<file path="src/rtl/uart_rx_frame_loader.sv">
// 8N1 UART receiver (16x oversampled) that streams bytes into a packed 1-bpp frame RAM.
// Latency: write strobe one clock after the stop-bit sample, about 9.5 bit times after the start edge.
// Backpressure: none; the RAM write port must accept one write per byte time.
`timescale 1ns/1ps
module uart_rx_frame_loader #(
    parameter int CLK_FREQ     = 100_000_000,
    parameter int BAUD         = 115_200,
    parameter int FRAME_BYTES  = 5100,
    parameter int TIMEOUT_BITS = 200
) (
    input  logic                           clk,
    input  logic                           reset,
    input  logic                           rx,
    output logic                           we,
    output logic [$clog2(FRAME_BYTES)-1:0] wAddr,
    output logic [7:0]                     wData,
    output logic                           frame_done,
    output logic                           frame_err,
    output logic                           sync_err,
    output logic                           rx_busy
);

    localparam int DIV = CLK_FREQ / (BAUD * 16);
    localparam int DW  = (DIV > 1) ? $clog2(DIV) : 1;
    localparam int AW  = $clog2(FRAME_BYTES);
    localparam int TW  = $clog2(TIMEOUT_BITS + 1);

    localparam logic [DW-1:0] DIV_LAST  = DW'(DIV - 1);
    localparam logic [AW-1:0] LAST_ADDR = AW'(FRAME_BYTES - 1);
    localparam logic [TW-1:0] TO_LAST   = TW'(TIMEOUT_BITS - 1);

    typedef enum logic [2:0] {IDLE, START, DATA, STOP, BREAK} state_t;

    logic          rx_meta;
    logic          rx_s;
    logic [DW-1:0] div_cnt;
    logic          tick;
    state_t        state;
    logic [3:0]    s_cnt;
    logic [2:0]    bit_cnt;
    logic [7:0]    shreg;
    logic [3:0]    to_sub;
    logic [TW-1:0] to_bits;

    always_ff @(posedge clk or negedge reset) begin
        if (!reset) begin
            rx_meta <= 1'b1;
            rx_s    <= 1'b1;
        end else begin
            rx_meta <= rx;
            rx_s    <= rx_meta;
        end
    end

    always_ff @(posedge clk or negedge reset) begin
        if (!reset) begin
            div_cnt <= '0;
        end else if (div_cnt == DIV_LAST) begin
            div_cnt <= '0;
        end else begin
            div_cnt <= div_cnt + DW'(1);
        end
    end

    assign tick = (div_cnt == DIV_LAST);

    always_ff @(posedge clk or negedge reset) begin
        if (!reset) begin
            state      <= IDLE;
            s_cnt      <= '0;
            bit_cnt    <= '0;
            shreg      <= '0;
            to_sub     <= '0;
            to_bits    <= '0;
            we         <= 1'b0;
            wAddr      <= '0;
            wData      <= '0;
            frame_done <= 1'b0;
            frame_err  <= 1'b0;
            sync_err   <= 1'b0;
            rx_busy    <= 1'b0;
        end else begin
            we         <= 1'b0;
            frame_done <= 1'b0;
            frame_err  <= 1'b0;
            sync_err   <= 1'b0;

            if (we) begin
                wAddr <= (wAddr == LAST_ADDR) ? '0 : wAddr + AW'(1);
            end

            if (tick) begin
                case (state)
                    IDLE: begin
                        if (!rx_s) begin
                            state   <= START;
                            s_cnt   <= '0;
                            rx_busy <= 1'b1;
                        end
                    end
                    START: begin
                        if (s_cnt == 4'd7) begin
                            if (rx_s) begin
                                state   <= IDLE;
                                rx_busy <= 1'b0;
                            end else begin
                                state   <= DATA;
                                s_cnt   <= '0;
                                bit_cnt <= '0;
                            end
                        end else begin
                            s_cnt <= s_cnt + 4'd1;
                        end
                    end
                    DATA: begin
                        if (s_cnt == 4'd15) begin
                            shreg <= {rx_s, shreg[7:1]};
                            s_cnt <= '0;
                            if (bit_cnt == 3'd7) begin
                                state <= STOP;
                            end else begin
                                bit_cnt <= bit_cnt + 3'd1;
                            end
                        end else begin
                            s_cnt <= s_cnt + 4'd1;
                        end
                    end
                    STOP: begin
                        if (s_cnt == 4'd15) begin
                            s_cnt <= '0;
                            if (rx_s) begin
                                we         <= 1'b1;
                                wData      <= shreg;
                                frame_done <= (wAddr == LAST_ADDR);
                                state      <= IDLE;
                                rx_busy    <= 1'b0;
                            end else begin
                                // Bad stop bit: drop the byte and wait out a possible line break.
                                frame_err <= 1'b1;
                                state     <= BREAK;
                            end
                        end else begin
                            s_cnt <= s_cnt + 4'd1;
                        end
                    end
                    BREAK: begin
                        if (rx_s) begin
                            state   <= IDLE;
                            rx_busy <= 1'b0;
                        end
                    end
                    default: begin
                        state   <= IDLE;
                        rx_busy <= 1'b0;
                    end
                endcase
            end

            // Idle watchdog only runs mid-frame; leaving IDLE (start detect) clears it.
            if (state != IDLE || wAddr == '0) begin
                to_sub  <= '0;
                to_bits <= '0;
            end else if (tick) begin
                if (to_sub == 4'd15) begin
                    to_sub <= '0;
                    if (to_bits == TO_LAST) begin
                        to_bits  <= '0;
                        sync_err <= 1'b1;
                        wAddr    <= '0;
                    end else begin
                        to_bits <= to_bits + TW'(1);
                    end
                end else begin
                    to_sub <= to_sub + 4'd1;
                end
            end
        end
    end

endmodule

</file>
<file path="config.mk">
export PLATFORM = sky130hd
export DESIGN_NAME = uart_rx_frame_loader
export DESIGN_NICKNAME = d
export VERILOG_FILES = /design/src/rtl/uart_rx_frame_loader.sv
export SDC_FILE = /design/constraint.sdc
export NUM_CORES = 1
export LEC_CHECK = 0
export CAP_MARGIN = 30
export CORE_MARGIN = 2
export CORE_UTILIZATION = 57
export CTS_CLUSTER_DIAMETER = 40
export CTS_CLUSTER_SIZE = 14
export DETAILED_ROUTE_END_ITERATION = 16
export PLACE_DENSITY = 0.78
export SETUP_SLACK_MARGIN = 0.5
export SYNTH_ARGS = -nofsm -noshare
export SYNTH_HDL_FRONTEND = slang
export SYNTH_SLANG_ARGS = --single-unit
</file>
<file path="constraint.sdc">
create_clock -name clk -period 2.2 [get_ports clk]
set_clock_uncertainty 0.15 [all_clocks]
set_input_delay 0.55 -clock clk [delete_from_list [all_inputs] [get_ports clk]]
set_output_delay 0.55 -clock clk [all_outputs]
set_load 0.02 [all_outputs]
</file>
# Word level (Yosys, flattened, before mapping)
# Index checks and enable logic that the tools add are counted.
# word_totals
output_inout_bits	26
input_bits	3
elab_cells	111
ff_bits	64
# classes
n_reduce_logical	16
eq_ne	19
add_sub_neg	6
mux	53
n_bitwise	1
# op_table
op	count
two-way mux 13 bit	6
two-way mux 3 bit	11
two-way mux 8 bit	4
two-way mux 4 bit	6
two-way mux 1 bit	20
!= test 2 bit (second input constant)	8
case mux 3 bit (5 select lines)	1
adder 13 x 1 -> 13 bit (second input constant)	1
equality test 13 bit (second input constant)	1
logical NOT 13 bit	1
case mux 4 bit (3 select lines)	1
adder 4 x 1 -> 4 bit (second input constant)	2
adder 8 x 1 -> 8 bit (second input constant)	1
equality test 4 bit (second input constant)	2
equality test 8 bit (second input constant)	1
AND reduction 7 bit	1
adder 6 x 1 -> 6 bit (second input constant)	1
equality test 3 x 2 -> 1 bit (second input constant)	2
equality test 3 bit (second input constant)	2
equality test 6 bit (second input constant)	1
two-way mux 6 bit	1
case mux 3 bit (2 select lines)	1
AND reduction 6 bit	1
nonzero test 2 bit	3
other kinds (14)	16

# Longest topological paths before layout
# logic_depth
depth_word	7
ltp_mapped	7
mapped_depth_nobuf	6

# Worst setup path after synthesis
# Ideal clock, no wire load.
# synth_path
kind	register to register
startpoint	register s_cnt[0]
endpoint	register shreg[0]
n_path_buf	1
t_required_ns	1.925
slack_ns	0.233
t_arrival_ns	1.692
setup_ns	0.125
synth_period_minus_slack_ns	1.967
path_stages_with_launch	7
path_cell_list	dfrtp_1 ha_1 and2_1 clkbuf_1 nand4_4 nor3_4 mux2_2
# synth_between
elab_chain_cells	2
# synth_rtl
element	line_no	rtl
from (decl)	39	logic [3:0] s_cnt;
from (signal assigned)	112	s_cnt <= s_cnt + 4'd1;
from (signal assigned)	125	s_cnt <= s_cnt + 4'd1;
from (signal assigned)	143	s_cnt <= s_cnt + 4'd1;
equality test 4 bit	116	if (s_cnt == 4'd15) begin
AND reduction 3 bit (no source line)	--	
to (signal assigned)	117	shreg <= {rx_s, shreg[7:1]};
to (decl)	41	logic [7:0] shreg;
# Every way passes these cells.
# A chain may end at the register's enable or synchronous reset.

# Worst setup path after layout
# layout_path
startpoint	register s_cnt[1]
endpoint	register wData[0]
# layout_between
elab_chain_cells	2
# layout_rtl
element	line_no	rtl
equality test 4 bit	129	if (s_cnt == 4'd15) begin
AND reduction 4 bit (no source line)	--	
to (signal assigned)	133	wData <= shreg;
to (decl)	16	output logic [7:0] wData,
# Every way passes these cells.

==> impl_metrics.toml <==
[run_status]
status = "finished, final reports clean"

[timing]
period_share_pct = 85.21
clock.fmax_ghz = 0.5335
setup_slack_ns = 0.3255
period_minus_slack_ns = 1.875
finalSetupTns_ns = 0
slew_viol_final = 0
timing.hold.ws_ns = 0.2111
maxSlewHeadroom_pct = 69.86
finalSetupViolations = 0
hold_viol = 0
rsz0062_at_grt = "yes"
tightest_slew_ns = 0.4521

[clock_tree]
cts_made_buffers = 9
cts_root_buf = "clkbuf_8"
htree_levels = 3
numClockSinks = 64
clockBufferDepth = 2
clkTransAtPathRegs_ns = 0.08
clk_latency_ns = 0.36
cts_tree = "yes"

[floorplan]
fp.dieArea_um2 = 6237
die_height_um = 78.98
start_util_pct = 58.55
num_rows = 27
io_pins = 29
die_x_um = 78.98
core_area_um2 = 5473

[critical_path]
cp_cell_sequence = "ha_2, and2_4, nand4_4, nor3_4, buf_6, mux2_2"
endpoint_kind = "flip-flop"
max_stage_delay_ns = 0.37
cp_slowest_cell = "dfrtp_1"
start_kind = "flip-flop"
critPathArrivalTime_ns = 1.97
cp_max_fo = 8
cp.required_ns = 2.30
path_class = "reg -> reg"

[global_route]
grt.total_usage_pct = 27.24
grt_pass1_vias = 2748
grt_pass1_wl_mm = 13.17
overflow = 0
grt_antenna_before_repair = 0
grt_max_degree = 32

[power_and_ir_drop]
p_clk_share_pct = 46.9
intPower_uw = 1746
p_switching_uw = 545.3
seq_power_share_pct = 51.6
p_comb_share_pct = 1.5
powerDensity_nw_per_um2 = 494.8
switching_share_pct = 23.80
leakagePower_uw = 0.002091
ir_worst_vdd_v = 0.0005471

[placement]
dpl.hpwl_mm = 4.268
dp_cells = 391
portBuffers = 28
place.gp.congestion = 0.9378
placed_area_um2 = 3659
dp_slack_ns = 0.1013

[yosys]
syn-num-nets = 307
synthXorXnorAreaFrac_pct = 3.827
ys_async_sr_fraction_pct = 100.0
yosys.area_share.simple_pct = 21.01
synth_seq_cells = 64
synth_compound_area_share_pct = 11.17
avgSynthCellArea_um2 = 10.86
synth_edf_count = 0
synth_area_um2 = 3204
yosysUniqueCellTypes = 57
synth_warnings = 0
synthFlopType = "dfrtp_1"
synthMuxAreaShare_pct = 7.692
synthCells = 295
ys_seq_area_share_pct = 50.06
synthAdderAreaFrac_pct = 3.514
synth_top_family_by_area = "simple AND/OR/NAND/NOR gates"

[final_layout]
fin_cells = 476
fin_area_um2 = 4631
syn_to_final_growth_pct = 44.51
drive_gt1_share_pct = 53.71
antenna_cells = 0
fin_nets = 411

[detailed_routing]
antenna_left = 0
route.detailed.drc = 0
routed_wl_mm = 9.171
wl_per_cell_um = 19.27
viasPerCell = 6.082
drtIter0Drc = 162
first_pass_iters = 5
via_count = 2895

[job]
max_cap_viol_count = 0

[worst_hold_path]
hp-class = "reg -> reg"
==> state kept, by name, summed over array words and instances (netlist names) <==
signal	cells
wAddr	13
shreg	8
s_cnt	4
sync_err	1
rx_busy	1
wData	8
div_cnt	6
frame_done	1
bit_cnt	3
state	3
to_sub	4
to_bits	8
rx_meta	1
rx_s	1
frame_err	1
we	1
==> final timing paths <==
path                       slack (ns)                 start  cells after the start                     to
min reg2reg                      0.21     rx_meta$_DFF_PN1_                      0         rx_s$_DFF_PN1_
max in group asynchronous        0.78                 reset                      3     wAddr[3]$_DFF_PN0_
max                              0.33  s_cnt[1]$_DFFE_PN0P_                      6   wData[0]$_DFFE_PN0P_
max reg2reg                      0.33  s_cnt[1]$_DFFE_PN0P_                      6   wData[0]$_DFFE_PN0P_
min                              0.21     rx_meta$_DFF_PN1_                      0         rx_s$_DFF_PN1_
min in group asynchronous        0.53                 reset                      2  to_sub[3]$_DFFE_PN0P_
==> area by class of cell <==
| class | instances | area (um^2) |
|---|---|---|
| Tap cell | 72 | 90.09 |
| Sequential cell | 64 | 1620 |
| Clock buffer | 10 | 137.6 |
| Inverter | 7 | 26.28 |
| Clock inverter | 6 | 67.56 |
| Multi-Input combinational cell | 213 | 1849 |
| Fill cell | 272 | 842.1 |
| Timing Repair Buffer | 104 | 839.6 |
==> metal layers <==
metal / up-vias / global-route usage [%] / share of wire, %
li1: 1284 / - / -
met1: 1485 / 33.79 / 41
met2: 99 / 45.08 / 52
met3: 27 / 5.568 / 4.1
met4: 0 / 14.14 / 2.9
met5: - / 0 / 0
==> worst max-delay path: cells and delay by family (launching register included) <==
family                     cells  cell delay (ns)
muxes                          1             0.35
DFF                            1             0.37
adders and majority gates      1             0.19
and+or+nand+nor                3             0.51
buffers and inverters          1             0.18
==> cells in the final DEF (no fill, tap or decap), types with 5 or more instances in the layout <==
cell / count
buf_6: 19
mux2_4: 16
buf_4: 55
ha_1: 5
dfrtp_2: 13
nor2_2: 7
a21oi_2: 9
xor2_1: 9
nand2_1: 19
clkbuf_8: 10
a21oi_1: 7
nand4_1: 9
o21ai_0: 10
buf_2: 21
mux2_2: 5
dfrtp_1: 49
nand3_1: 11
nor2_1: 14
==> synth_stat cells (3+ instances only) <==
master	instances	area share [%]
ha_1	9	3.5
nor2_1	22	2.6
mux2_2	21	7.4
nor3_1	5	0.78
dfrtp_1	62	48
a21oi_1	16	2.5
nor4_1	3	0.59
nand3_1	12	1.9
o21ai_0	12	1.9
nand4_1	9	1.8
or3_1	7	1.4
and2_1	3	0.59
clkbuf_1	5	0.59
o211ai_1	3	0.70
xor2_1	9	2.5
buf_2	4	0.62
nand2_1	22	2.6
o2bb2ai_1	3	0.82
and4_1	4	1.1
nand2b_1	4	0.78
inv_1	7	0.82
nor3b_1	4	0.94
xnor2_1	5	1.4
==> cells by family (layout without fill, tap and decap cells) <==
kind of cell    count (synthesis)  in the layout
compound gates                 52             52
xor+xnor                       14             14
mux                            22             22
buf+inv                        19            127
flops                          64             64
simple gates                  115            116
fa+ha+maj                       9              9
==> per-stage QoR <==
stage / util (%) / power [uW]
floorplan: - / 1206
global placement: 66.85 / 1238
detailed placement: 66.85 / 1238
CTS: 78.14 / 2273
global route: 84.61 / 2356
finish: 84.61 / 2291
==> timing repair <==
action	4_1_cts	5_1_grt
endpoints found under the hold margin	11	0
hold buffers	1	0
gates cloned	1	0
buffers inserted	43	24
pin swaps	9	16
resized for setup	131	65
endpoints found under the setup margin	82	65
==> power groups by stage <==
stage | Sequential (uW) | Combinational (uW) | Clock (uW)
2_1_floorplan | 1200 | 3.34 | 0
3_3_place_gp | 1200 | 33.4 | 0
3_5_place_dp | 1200 | 33.5 | 0
4_1_cts | 1180 | 34.8 | 1060
5_1_grt | 1180 | 40.4 | 1130
6_report | 1180 | 34.4 | 1070
Power figures use the tool's default switching activity.
